===== src/rtl/mem_wb_stage_pkg.sv =====
// Shared encodings and widths for the MEM/WB write-back stage.
package mem_wb_stage_pkg;

    localparam int DATA_W = 32;
    localparam int ADDR_W = 5;

    typedef enum logic [1:0] {
        RW_NONE = 2'b00,
        RW_WR   = 2'b01,
        RW_LUI  = 2'b10,
        RW_WR2  = 2'b11
    } regwrite_e;

    typedef enum logic [2:0] {
        LT_LW  = 3'b000,
        LT_LB  = 3'b001,
        LT_LBU = 3'b010,
        LT_LH  = 3'b011,
        LT_LHU = 3'b100
    } loadtype_e;

endpackage


===== src/rtl/mem_wb_stage_load_formatter.sv =====
// Big-endian load extraction/extension of a 32-bit memory word; purely combinational.
module load_formatter
    import mem_wb_stage_pkg::*;
(
    input  logic [0:DATA_W-1] memdata,
    input  logic [0:1]        offset,
    input  logic [2:0]        loadtype,
    output logic [0:DATA_W-1] formatted,
    output logic              misaligned
);

    logic [0:7]  byte_sel;
    logic [0:15] half_sel;

    always_comb begin
        // Byte offset 0 is the most significant byte of the word.
        case (offset)
            2'd0:    byte_sel = memdata[0:7];
            2'd1:    byte_sel = memdata[8:15];
            2'd2:    byte_sel = memdata[16:23];
            default: byte_sel = memdata[24:31];
        endcase
        half_sel = offset[0] ? memdata[16:31] : memdata[0:15];

        formatted  = memdata;
        misaligned = 1'b0;
        case (loadtype)
            LT_LW:  misaligned = (offset != 2'b00);
            LT_LB:  formatted  = {{24{byte_sel[0]}}, byte_sel};
            LT_LBU: formatted  = {24'b0, byte_sel};
            LT_LH: begin
                formatted  = {{16{half_sel[0]}}, half_sel};
                misaligned = offset[1];
            end
            LT_LHU: begin
                formatted  = {16'b0, half_sel};
                misaligned = offset[1];
            end
            default: misaligned = 1'b1;
        endcase
    end

endmodule


===== src/rtl/mem_wb_stage.sv =====
// MEM/WB pipeline register: formats loads, selects write-back value, drives regfile and forwarding tap.
module mem_wb_stage
#(
    parameter int DATA_W  = mem_wb_stage_pkg::DATA_W,
    parameter int ADDR_W  = mem_wb_stage_pkg::ADDR_W,
    parameter int COUNT_W = 32
)
(
    input  logic                clk,
    input  logic                reset,
    input  logic                stall,
    input  logic                flush,
    input  logic                in_valid,
    input  logic [1:0]          in_regwrite,
    input  logic                in_memtoreg,
    input  logic [2:0]          in_loadtype,
    input  logic [0:ADDR_W-1]   in_writeadd,
    input  logic [0:DATA_W-1]   in_aluresult,
    input  logic [0:DATA_W-1]   in_memdata,
    output logic [0:ADDR_W-1]   writeadd,
    output logic [0:DATA_W-1]   writedata,
    output logic [1:0]          RegWrite,
    output logic                wb_valid,
    output logic                fwd_en,
    output logic [0:ADDR_W-1]   fwd_add,
    output logic [0:DATA_W-1]   fwd_data,
    output logic                misalign,
    output logic [COUNT_W-1:0]  retired_count
);
    import mem_wb_stage_pkg::*;

    logic [0:DATA_W-1] fmt_data;
    logic              fmt_misaligned;
    logic              use_mem;
    logic [0:DATA_W-1] wb_value;
    logic              mis_next;
    logic [1:0]        rw_next;

    load_formatter u_fmt (
        .memdata    (in_memdata),
        .offset     (in_aluresult[DATA_W-2:DATA_W-1]),
        .loadtype   (in_loadtype),
        .formatted  (fmt_data),
        .misaligned (fmt_misaligned)
    );

    // lui always writes back the raw ALU result, even if memtoreg is set.
    assign use_mem  = in_memtoreg && (in_regwrite != RW_LUI);
    assign wb_value = use_mem ? fmt_data : in_aluresult;
    assign mis_next = in_valid && use_mem && fmt_misaligned;
    assign rw_next  = (!in_valid || mis_next || (in_writeadd == '0)) ? RW_NONE : in_regwrite;

    always_ff @(posedge clk) begin
        if (reset) begin
            writeadd      <= '0;
            writedata     <= '0;
            RegWrite      <= RW_NONE;
            wb_valid      <= 1'b0;
            misalign      <= 1'b0;
            retired_count <= '0;
        end else if (flush) begin
            wb_valid <= 1'b0;
            RegWrite <= RW_NONE;
            misalign <= 1'b0;
        end else if (!stall) begin
            writeadd  <= in_writeadd;
            writedata <= wb_value;
            RegWrite  <= rw_next;
            wb_valid  <= in_valid;
            misalign  <= mis_next;
            if (in_valid) begin
                retired_count <= retired_count + COUNT_W'(1);
            end
        end
    end

    // The register file shifts lui data into the upper half; forward what it will store.
    assign fwd_en   = wb_valid && (RegWrite != RW_NONE);
    assign fwd_add  = writeadd;
    assign fwd_data = (RegWrite == RW_LUI)
                    ? {writedata[DATA_W/2:DATA_W-1], {(DATA_W/2){1'b0}}}
                    : writedata;

endmodule


===== config.mk =====
export PLATFORM = sky130hd
export DESIGN_NAME = mem_wb_stage
export DESIGN_NICKNAME = d
export VERILOG_FILES = /design/src/rtl/mem_wb_stage_pkg.sv /design/src/rtl/mem_wb_stage_load_formatter.sv /design/src/rtl/mem_wb_stage.sv
export SDC_FILE = /design/constraint.sdc
export NUM_CORES = 1
export LEC_CHECK = 0
export ABC_AREA = 1
export CORE_MARGIN = 2
export CORE_UTILIZATION = 30
export CTS_CLUSTER_DIAMETER = 200
export DETAILED_ROUTE_END_ITERATION = 10
export HOLD_SLACK_MARGIN = 0.05
export SYNTH_ARGS = -nofsm -noshare
export SYNTH_HDL_FRONTEND = slang
export SYNTH_HIERARCHICAL = 1
export SYNTH_SLANG_ARGS = --single-unit

===== constraint.sdc =====
create_clock -name clk -period 1.5 [get_ports clk]
set_input_delay 0.15 -clock clk [delete_from_list [all_inputs] [get_ports clk]]
set_output_delay 0.15 -clock clk [all_outputs]
set_load 0.05 [all_outputs]

## Word level (Yosys, flattened, before mapping)

Index checks and enable logic that the tools add are counted.
W data, S select, Z words.

| cells by class | value |
|---|---|
| add/subtract/negate cells | 1 |
| equal/unequal tests | 8 |
| multiplexer cells | 7 |
| bitwise logic cells | 2 |
| reductions and logical operators | 17 |

Operators with widths:

| kind | count |
|---|---|
| $pmux W32 S4 | 1 |
| $mux W32 | 2 |
| $add A32 B1 Y32 const B | 1 |
| $pmux W8 S3 | 1 |
| $mux W16 | 1 |
| $eq A3 B2 Y1 const B | 2 |
| $reduce_or A2 Y1 | 3 |
| $logic_not A5 Y1 | 1 |
| $eq A2 B2 Y1 const B | 2 |
| $logic_and A1 B1 Y1 | 4 |
| $reduce_bool A2 Y1 | 2 |
| $eq A3 B1 Y1 const B | 1 |
| $eq A3 B3 Y1 const B | 1 |
| $logic_not A3 Y1 | 1 |
| $pmux W1 S3 | 1 |
| $reduce_and A3 Y1 | 1 |
| $eq A2 B1 Y1 const B | 1 |
| $logic_not A2 Y1 | 1 |
| $logic_or A1 B1 Y1 | 2 |
| $mux W2 | 1 |
| $ne A2 B2 Y1 const B | 1 |
| $not A1 Y1 | 2 |
| $reduce_and A2 Y1 | 1 |
| $logic_not A1 Y1 | 1 |

| word-level totals | value |
|---|---|
| register bits | 73 |
| input bits | 80 |
| output and inout port bits | 111 |
| word-level logic and storage cells | 41 |

## Logic depth before layout (Yosys ltp)

| depth | value |
|---|---|
| depth in word-level cells | 7 |
| mapped depth | 12 |
| depth with buffers taken out | 10 |

## Modules after synthesis

The synthesis kept the hierarchy.

By module, submodules not included:

| module | instances | cells an instance | area an instance (sq um) | seq. area each (sq um) |
|---|---|---|---|---|
| mem_wb_stage | 1 | 596 | 3,829.9 | 1,461.4 |
| load_formatter | 1 | 206 | 994.7 | 0.0 |

## Least setup slack after synthesis

OpenSTA, ideal clock, no wires.

| timing path | value |
|---|---|
| path type | reg-to-output |
| start | register RegWrite[1] |
| end | output port fwd_data[0] in the netlist's numbering |
| arrival time | 2.466 ns |
| data required time | 1.350 ns |
| path slack | -1.116 ns |
| stages on the path, launching flop included | 6 |
| path buffers | 1 |
| cell sequence | dfxtp_1 > inv_1 > nor2_1 > inv_1 > clkbuf_1 > o21ai_0 |

| between the ends | value |
|---|---|
| word-level cells in the longest chain between the ends | 2 |

RTL lines:

| item | RTL line | text |
|---|---|---|
| start: declaration | mem_wb_stage.sv:22 | `output logic [1:0] RegWrite,` |
| start signal: assignment | mem_wb_stage.sv:68 | `RegWrite <= rw_next;` |
| $eq A2 B2 Y1 | mem_wb_stage.sv:80 | `assign fwd_data = (RegWrite == RW_LUI)` |
| $mux W32 | mem_wb_stage.sv:81 | `? {writedata[DATA_W/2:DATA_W-1], {(DATA_W/2){1'b0}}}` |
| end: declaration | mem_wb_stage.sv:26 | `output logic [0:DATA_W-1] fwd_data,` |

Every way passes these cells.

## Worst setup path in the final report

| timing path | value |
|---|---|
| start | register RegWrite[0] |
| end | output port fwd_data[7] in the netlist's numbering |

The elaborated chain is that of the path after synthesis.

==> flow_summary.yaml <==
run_status:
  run_status: "finished, violations left"
  violations: "negative setup slack"
synth:
  synth_top_family_by_area: "simple AND/OR/NAND/NOR gates"
  ys_ff_latch: 73
  synth_fa_ha_area_share_pct: 0.2593
  synth.mux.area_fraction_pct: 0
  synthesis.nets: 883
  synthCells: 802
  syn_area_um2: 4825
  synthSimpleGateAreaFrac_pct: 43.78
  synth_warnings: 6
  synth-compound-area-share_pct: 12.40
  yosysUniqueCellTypes: 31
  avgSynthCellArea_um2: 6.016
  yosysSeqAreaShare_pct: 30.29
  yosys.area_share.xor_xnor_pct: 0.7261
worst_setup_path:
  cp_slowest_stage_delay_ns: 0.35
  cp-start-kind: "flop"
  timing_worst_setup_path_type: "reg -> out"
  startpoint: "RegWrite[0]"
  path_max_fanout: 5
  critPathSlowestCell: "dfxtp_2"
  worstSetupEndpointType: "output port"
  cp.required_ns: 1.35
  reg2reg_from: "retired_count[1]"
  cp_cell_sequence: "nor2_4 > inv_6 > buf_4 > o21ai_4 > buf_12"
  arrival_ns: 1.44
route:
  routed-via-count: 6027
  first_pass_iters: 5
  wl_per_cell_um: 15.51
  ant_nets: 0
  vias_per_cell: 4.806
  routed_wl_mm: 19.45
  drt_iter0_markers: 439
  route.detailed.drc: 0
run:
  cap_viol_max_count: 0
min_path:
  hold_path.startpoint: "in_writeadd[0]"
  hold_path.class: "in -> reg"
timing:
  fmax_mhz: 630.1
  layout_min_cycle_time_ns: 1.587
  final.period_utilization_pct: 105.8
  skew_ns: 0.008746
  slew_headroom_pct: 69.83
  setup_ws_ns: -0.08704
  worstMarginPinSlew_ns: 0.4521
  setup_viol: 32
  rsz0062_at_grt: "yes"
  hold_viol: 0
  drv_slew: 0
grt:
  grt_pass1_vias: 5706
  grt_pass1_wl_mm: 30.68
  grt_util_all_layers_pct: 23.14
  overflow: 0
  antenna_found_initial: 0
  grt_max_degree: 58
power_and_ir_drop:
  clockPowerShare_pct: 33.3
  p_leak_uw: 0.003767
  p_sw_share_pct: 34.14
  combPwrFrac_pct: 33.2
  p_sw_uw: 2146
  pwr-share-seq_pct: 33.5
  power.density_nw_per_um2: 768.0
  power.internal_uw: 4140
  irDropWorstVdd_uv: 551.6
clock_tree:
  clock_sinks: 73
  path_clk_slew_ns: 0.06
  tritoncts: "yes"
  cts_buffer_depth: 2
  clock_tree.root_cell: "clkbuf_16"
  h-tree-depth: 3
  numCtsBuffers: 9
  clk_latency_ns: 0.34
  postCtsHoldBufs: 0
finish:
  fin_util_pct: 51.71
  antenna_cells: 0
  synthToLayoutAreaGrowth_pct: 69.63
  layout-drive-gt1-share_pct: 29.87
  layout.nets: 1116
  final_area_um2: 8184
floorplanning:
  dieArea_um2: 17110
  ios: 191
  fp.dieW_um: 130.8
  rows: 46
  start_util_pct: 30.48
  core_um2: 15830
  fp.dieH_um: 130.8
place:
  hpwl_mm: 15.24
  place_congestion: 0.9432
  port_buffers: 190
  placed_area_um2: 7649
## area by class of cell
class,count,area (µm²)
clock buffer,11,232.7
clock inverter,3,43.79
fill,1601,7644
inverter,99,381.6
multi-input combinational,586,3129
sequential,73,1501
tap,216,270.3
timing repair buffer,266,2625
## cell usage after synthesis
library cell	number	area share [%]
buf_2	9	0.93
nor2_8	2	0.83
a21oi_1	23	2.4
inv_2	2	0.16
nor3b_1	1	0.16
nand3_2	3	0.62
o21ai_0	39	4.0
nand2_1	221	17
nand4_1	10	1.3
clkbuf_1	24	1.9
clkinv_4	1	0.18
buf_6	3	0.70
nor2_2	2	0.26
o21a_1	2	0.31
nand3_1	131	14
nor2_1	98	7.6
o211ai_1	32	5.0
nand2_4	1	0.23
nor3_1	5	0.52
nand2_2	2	0.26
xor2_1	4	0.73
o21bai_1	1	0.16
nor2_4	4	0.93
clkinv_1	1	0.078
o21ai_2	2	0.36
inv_1	95	7.4
dfxtp_1	73	30
a21boi_0	1	0.16
nand4_2	1	0.26
ha_1	1	0.26
buf_4	8	1.2
## metrics by stage
stage               TNS, ns  cells  total power, µW  hold WS, ns  setup WS (ns)
global placement     -15.23   1233             4184       0.4440        -0.3875
floorplan           -0.8488    802             3276       0.2849       -0.07165
global route         -3.705   1254             6574       0.4614        -0.1536
finish               -1.494   1254             6286       0.4399       -0.08704
detailed placement   -16.13   1233             4186       0.4468        -0.4097
CTS                  -2.838   1250             6319       0.4236        -0.1429
## cells in the final DEF, fill, tap and decap left out, drive strengths merged, types with 2 or more instances in the layout
cell type,Yosys,final
buf,20,186
nand4,11,11
clkinv,2,4
dlygate4sd2,0,3
o21a,2,2
nand3,134,134
xor2,4,4
o211ai,32,32
a21oi,23,23
clkbuf,24,12
dfxtp,73,73
nor2,106,106
nand2,224,224
nor3,5,5
clkdlybuf4s50,0,75
o21ai,41,41
inv,97,97
## final timing paths
check	slack (ns)	end	depth (start not counted)
worst max-delay path	-0.09	fwd_data[7]	5
worst min-delay path	0.44	fwd_add[0]	3
worst max register to register	0.09	retired_count[18]	8
worst min register to register	0.48	retired_count[0]	1
## per-layer routing
metal / vias up / track usage (%) / wire length [µm]
met1: 2719 / 30.12 / 8548
met5: - / 0 / 0
li1: 3058 / - / -
met3: 31 / 4.886 / 1249
met4: 0 / 8.323 / 538
met2: 219 / 37.93 / 9117
## power by group through the flow
stage	Sequential [µW]	Combinational, µW	Clock, µW
after floorplan	2360	916	0
after global placement	2140	2040	0
after detailed placement	2140	2050	0
after CTS	2100	2080	2140
after global routing	2110	2240	2220
final	2100	2090	2090
## worst max-delay path, delay by kind of cell (launching register included)
kind / cells / cell delay (ns)
compound gates: 1 / 0.17
buf+inv: 3 / 0.41
flops: 1 / 0.35
simple gates: 1 / 0.17
## flip-flops by register name, summed over array words and instances (netlist names)
name           flops
RegWrite           2
fwd_add            5
misalign           1
retired_count     32
wb_valid           1
writedata         32
## cell families (layout without fill, tap and decap cells)
group / after synthesis / count (layout)
xor+xnor: 4 / 4
flops: 73 / 73
simple gates: 481 / 481
buf+inv: 143 / 379
compound gates: 100 / 100
fa+ha+maj: 1 / 1
## repair_timing
item	in CTS	in global routing
gates resized for setup	28	24
endpoints found under the setup margin	60	73
setup buffers	5	3
endpoints found under the hold margin	0	0
cloned	1	1
pin swaps	8	8
Power figures use the tool's default switching activity.
